$ cat config.mk
export PLATFORM = sky130hd
export DESIGN_NAME = traffic_monitor
export DESIGN_NICKNAME = d
export VERILOG_FILES = /design/src/rtl/traffic_monitor.sv
export SDC_FILE = /design/constraint.sdc
export NUM_CORES = 1
export LEC_CHECK = 0
export CORE_ASPECT_RATIO = 0.5
export CORE_MARGIN = 1.5
export CORE_UTILIZATION = 48
export CTS_BUF_LIST = sky130_fd_sc_hd__clkbuf_4 sky130_fd_sc_hd__clkbuf_8
export CTS_CLUSTER_DIAMETER = 150
export CTS_CLUSTER_SIZE = 40
export DETAILED_ROUTE_END_ITERATION = 10
export GPL_ROUTABILITY_DRIVEN = 1
export PLACE_DENSITY_LB_ADDON = 0.3
export SLEW_MARGIN = 40
export SYNTH_ARGS = -nofsm -noshare
export SYNTH_HDL_FRONTEND = slang
export SYNTH_SLANG_ARGS = --single-unit
export TNS_END_PERCENT = 5
$ cat constraint.sdc
create_clock -name clk -period 2 [get_ports clk]
set_clock_uncertainty 0.05 [all_clocks]
set_input_delay 0.2 -clock clk [delete_from_list [all_inputs] [get_ports clk]]
set_output_delay 0.2 -clock clk [all_outputs]
set_load 0.005 [all_outputs]
$ cat src/rtl/traffic_monitor.sv
// Receive-side checker for the traffic-light phase code: decodes lamps, verifies
// red->green->yellow order and per-phase dwell, and latches a fail-safe red on any violation.
module traffic_monitor #(
    parameter logic [7:0] RED_CYC    = 8'd11,
    parameter logic [7:0] GREEN_CYC  = 8'd11,
    parameter logic [7:0] YELLOW_CYC = 8'd6
) (
    input  logic       clk,
    input  logic       rst,
    input  logic [1:0] sig_in,
    output logic       lamp_r,
    output logic       lamp_y,
    output logic       lamp_g,
    output logic       fault,
    output logic       err_seq,
    output logic       err_dwell,
    output logic       err_code,
    output logic [7:0] err_count,
    output logic [7:0] dwell
);
    localparam logic [1:0] C_RED = 2'b00, C_YEL = 2'b01, C_GRN = 2'b10, C_BAD = 2'b11;

    typedef enum logic [1:0] { SYNC, TRACK, FAULT } state_t;

    state_t     state_q, state_d;
    logic [1:0] s_q, s_d;
    logic       primed_q, primed_d;
    logic [7:0] dwell_q, dwell_d;
    logic [7:0] err_count_q, err_count_d;
    logic       lamp_r_q, lamp_r_d, lamp_y_q, lamp_y_d, lamp_g_q, lamp_g_d;
    logic       err_seq_q, err_seq_d, err_dwell_q, err_dwell_d, err_code_q, err_code_d;

    logic       evt, legal, touches_bad;
    logic [7:0] exp_dwell;

    always_comb begin
        evt         = primed_q && (sig_in != s_q);
        legal       = (s_q == C_RED && sig_in == C_GRN) ||
                      (s_q == C_GRN && sig_in == C_YEL) ||
                      (s_q == C_YEL && sig_in == C_RED);
        touches_bad = (s_q == C_BAD) || (sig_in == C_BAD);
        case (s_q)
            C_RED:   exp_dwell = RED_CYC;
            C_GRN:   exp_dwell = GREEN_CYC;
            C_YEL:   exp_dwell = YELLOW_CYC;
            default: exp_dwell = 8'd0;
        endcase
    end

    always_comb begin
        state_d     = state_q;
        err_seq_d   = 1'b0;
        err_dwell_d = 1'b0;
        err_code_d  = 1'b0;
        s_d         = sig_in;
        primed_d    = 1'b1;

        if (!primed_q || evt)
            dwell_d = 8'd1;
        else if (dwell_q != 8'hFF)
            dwell_d = dwell_q + 8'd1;
        else
            dwell_d = dwell_q;

        // The illegal code wins over every per-state rule, including FAULT exit.
        if (sig_in == C_BAD) begin
            err_code_d = 1'b1;
            state_d    = FAULT;
        end else begin
            case (state_q)
                SYNC: begin
                    if (evt && !touches_bad) begin
                        if (legal) begin
                            state_d = TRACK;
                        end else begin
                            err_seq_d = 1'b1;
                            state_d   = FAULT;
                        end
                    end
                end
                TRACK: begin
                    if (evt && !touches_bad) begin
                        if (!legal) begin
                            err_seq_d = 1'b1;
                            state_d   = FAULT;
                        end else if (dwell_q != exp_dwell) begin
                            err_dwell_d = 1'b1;
                            state_d     = FAULT;
                        end
                    end
                end
                default: begin
                    if (evt && s_q == C_YEL && sig_in == C_RED)
                        state_d = SYNC;
                end
            endcase
        end

        if ((err_seq_d || err_dwell_d || err_code_d) && err_count_q != 8'hFF)
            err_count_d = err_count_q + 8'd1;
        else
            err_count_d = err_count_q;

        lamp_r_d = 1'b1;
        lamp_y_d = 1'b0;
        lamp_g_d = 1'b0;
        if (state_d != FAULT && sig_in != C_BAD) begin
            lamp_r_d = (sig_in == C_RED);
            lamp_y_d = (sig_in == C_YEL);
            lamp_g_d = (sig_in == C_GRN);
        end
    end

    always_ff @(posedge clk) begin
        if (rst) begin
            state_q     <= SYNC;
            s_q         <= C_RED;
            primed_q    <= 1'b0;
            dwell_q     <= 8'd0;
            err_count_q <= 8'd0;
            err_seq_q   <= 1'b0;
            err_dwell_q <= 1'b0;
            err_code_q  <= 1'b0;
            lamp_r_q    <= 1'b1;
            lamp_y_q    <= 1'b0;
            lamp_g_q    <= 1'b0;
        end else begin
            state_q     <= state_d;
            s_q         <= s_d;
            primed_q    <= primed_d;
            dwell_q     <= dwell_d;
            err_count_q <= err_count_d;
            err_seq_q   <= err_seq_d;
            err_dwell_q <= err_dwell_d;
            err_code_q  <= err_code_d;
            lamp_r_q    <= lamp_r_d;
            lamp_y_q    <= lamp_y_d;
            lamp_g_q    <= lamp_g_d;
        end
    end

    assign lamp_r    = lamp_r_q;
    assign lamp_y    = lamp_y_q;
    assign lamp_g    = lamp_g_q;
    assign fault     = (state_q == FAULT);
    assign err_seq   = err_seq_q;
    assign err_dwell = err_dwell_q;
    assign err_code  = err_code_q;
    assign err_count = err_count_q;
    assign dwell     = dwell_q;
endmodule

==> impl_metrics.ini <==
[power]
switching_power_uw = 273
p_leak_uw = 0.000799
pwr-share-seq = 0.522
swShare = 0.249
power_frac_clock = 0.293
peakVddDrop_uv = 407
p_per_area_mw_per_mm2 = 546
p_int_uw = 822
power_frac_comb = 0.185

[floorplan]
fp.dieArea_mm2 = 0.00328
fp-row-count = 13
die_w_um = 79.5
core-area_mm2 = 0.00268
start_util = 0.524
io_pins = 27
die_y_um = 41.3

[final_layout]
drive_gt1_frac = 0.269
finalNonFillerCells = 245
area_growth_pct = 42.8
fillers = 205
diodes = 0
fin_nets = 215

[synthesis]
synth_top_cell_by_area = dfxtp_1
yosys.area_share.simple = 0.328
synth_enable_flop_cells = 0
netlist.area_leader.share = 0.385
synth_fp_nets = 160
synthMuxAreaShare = 0.0214
synth-seq-area-share = 0.385
synth_area_leaders = dfxtp_1, nor2_1, xor2_1
netlist_area_mm2 = 0.00141
synth_cell_type_count = 54
ys.flop_type = dfxtp_1
ys_async_sr_fraction = 0
yosys_warnings = 0
syn_inst = 154
synth_seq_cells = 27
syn_avg_cell_area_um2 = 9.12
synth_xor_area_frac = 0.0561
synth_compound_gate_area_share = 0.159
synth_top_family_by_area = simple AND/OR/NAND/NOR gates
synth_fa_ha_area_frac = 0.0178

[timing]
rsz0062_at_grt = yes
finalSetupViolCount = 0
maxSlewViolCount = 0
final.setup.tns_ns = 0
timing.hold.ws_ns = 0.411
tightest_slew_ns = 0.459
final_hold_viol_count = 0
min_period_ns = 1.98
max-slew-margin-rel = 0.690
period_share = 0.991
max_freq_ghz = 0.504

[routing]
vias = 1361
first_iter_violations = 88
wl_um = 3450
postRouteAntennaNets = 0
dr.pass1.iters = 4
vias_per_cell = 5.56
wire_per_inst_um = 14.1
drc = 0

[job]
cap_violations = 0

[placed_design]
portBuffers = 26
dp_cells = 239
gp_congestion = 0.848
hpwl_um = 2430

[worst_hold_path]
whs_path_depth = 2
min-delay-start = sig_in[1]
hp-class = in -> reg
min_to = s_q[1]

[cts]
cts_tree = yes
cts_hold_buf = 0
cts.sinks = 27
cts_buffer_depth = 2
clkTransAtPathRegs_ns = 0.09
cts_buffers = 3
htreeDepth = 1
worstSkewPairLatency_ns = 0.27
cts-root-buf = clkbuf_8

[global_route]
track_usage = 0.225
grt_max_degree = 17
grt-ovfl-total = 0
grt_pass1_vias = 1155
grt_pass1_wl_um = 5510
antenna_found_initial = 0

[worst_setup_path]
cp-start-kind = register
r2r-end = err_count[4]
reg2reg_setup_slack_ns = 0.02
path_cells = buf_4 > nor4bb_2 > o21ai_0 > o31ai_2 > o21ai_4 > buf_6 > or4_4 > nand2_1
crit_path_max_incr_delay_ns = 0.40
worst-path-max-fanout = 8
cp_slowest_cell = or4_4
path_class = reg -> reg
end_kind = register
r2r_cells = 8
r2r_start = s_q[1]
cp.required_ns = 2.17
worst_ep_arrival_time_ns = 2.15

[run_status]
status = finished clean
how the worst max path moves through the flow:
stage / from / end / slack (ns)
final: s_q[1] / err_count[4] / 0.02
after global placement: sig_in[1] / err_count[7] / -0.31
after CTS: s_q[1] / err_count[7] / -0.01
after floorplan: dwell[1] / err_count[6] / 0.11
after global routing: s_q[1] / err_count[5] / -0.02
after detailed placement: sig_in[1] / err_count[7] / -0.37
synth_stat cells (2+ instances only):
cell type	instances
or3_1	2
nor4b_2	2
dfxtp_1	27
ha_1	2
nand2_1	9
o31ai_1	3
xor2_1	6
a31oi_1	2
nor3_1	3
nor3b_1	2
nand4_1	4
mux2i_1	3
or4_1	5
nand3_1	6
xnor2_1	3
and3_1	4
nor2b_1	4
o211ai_1	3
nor2_1	19
o21ai_0	2
buf_4	2
a21oi_1	8
and3b_1	2
sequential cells by signal, summed over array words and instances (netlist names):
signal,count
dwell,8
err_count,8
s_q,2
state_q,2
err_code,1
err_dwell,1
err_seq,1
lamp_g,1
lamp_r,1
lamp_y,1
primed_q,1
final cells by class:
| cell class | count | area (µm²) | share of cell area |
|---|---|---|---|
| inverter | 1 | 3.75 | 0.00187 |
| timing repair buffer | 56 | 490 | 0.244 |
| sequential | 27 | 549 | 0.274 |
| multi-input combinational | 120 | 868 | 0.433 |
| clock buffer | 4 | 48.8 | 0.0243 |
| tap | 37 | 46.3 | 0.0231 |
critical path, delay by kind of cell (launching register included):
kind | cells | cell delay (ns)
AND/OR/NAND/NOR | 3 | 0.79
AO/OA/AOI/OAI | 3 | 0.41
flip-flops | 1 | 0.38
buffers and inverters | 2 | 0.30
metal layers:
metal	vias up	share of wire	global-route usage
met2	42	0.46	0.415
met4	0	0.010	0.0395
li1	681	-	-
met3	6	0.061	0.0578
met5	-	0	0
met1	632	0.47	0.280
power by group through the flow:
stage	Clock (µW)	Sequential [µW]	Combinational [µW]
after floorplan	0	583	96.5
after global placement	0	583	182
after detailed placement	0	583	185
after CTS	323	571	194
after global routing	347	574	218
final	321	571	203
stage by stage:
step                cell area, µm²  utilization  total power (µW)  setup slack [ns]
floorplan                     1410            -               679             0.106
global placement              1880        0.700               764            -0.312
detailed placement            1880        0.700               769            -0.366
CTS                           1970        0.733              1090           -0.0119
global route                  2010        0.748              1140           -0.0234
finish                        2010        0.748              1100            0.0174
placed cells by master (no fill, tap or decap), types with 2 or more instances in the layout:
cell and instances:
a21oi_1 8, a31oi_1 2, and3_1 4, and3b_1 2
buf_4 28, buf_6 2, clkbuf_8 3, clkdlybuf4s50_1 24
dfxtp_1 24, dfxtp_4 2, dlygate4sd2_1 2, ha_1 2
mux2i_1 3, nand2_1 9, nand3_1 6, nand4_1 4
nor2_1 18, nor2b_1 4, nor3_1 3, nor3b_1 2
nor4b_4 2, nor4bb_2 2, o211ai_1 3, o21ai_0 2
o31ai_1 3, or3_1 2, or4_1 4, xnor2_1 3
xor2_1 6
cells by family after synthesis:
| family | after synthesis |
|---|---|
| muxes | 3 |
| buffers and inverters | 7 |
| xor gates and xnor gates | 9 |
| and+or+nand+nor | 75 |
| AOI/OAI and AO/OA | 31 |
| DFF | 27 |
| adders and majority gates | 2 |
what timing repair did:
item	4_1_cts	5_1_grt
pin swaps	4	7
gates resized for setup	9	8
endpoints found under the setup margin	10	8
setup buffers	2	0
(Power assumes the default switching activity.)
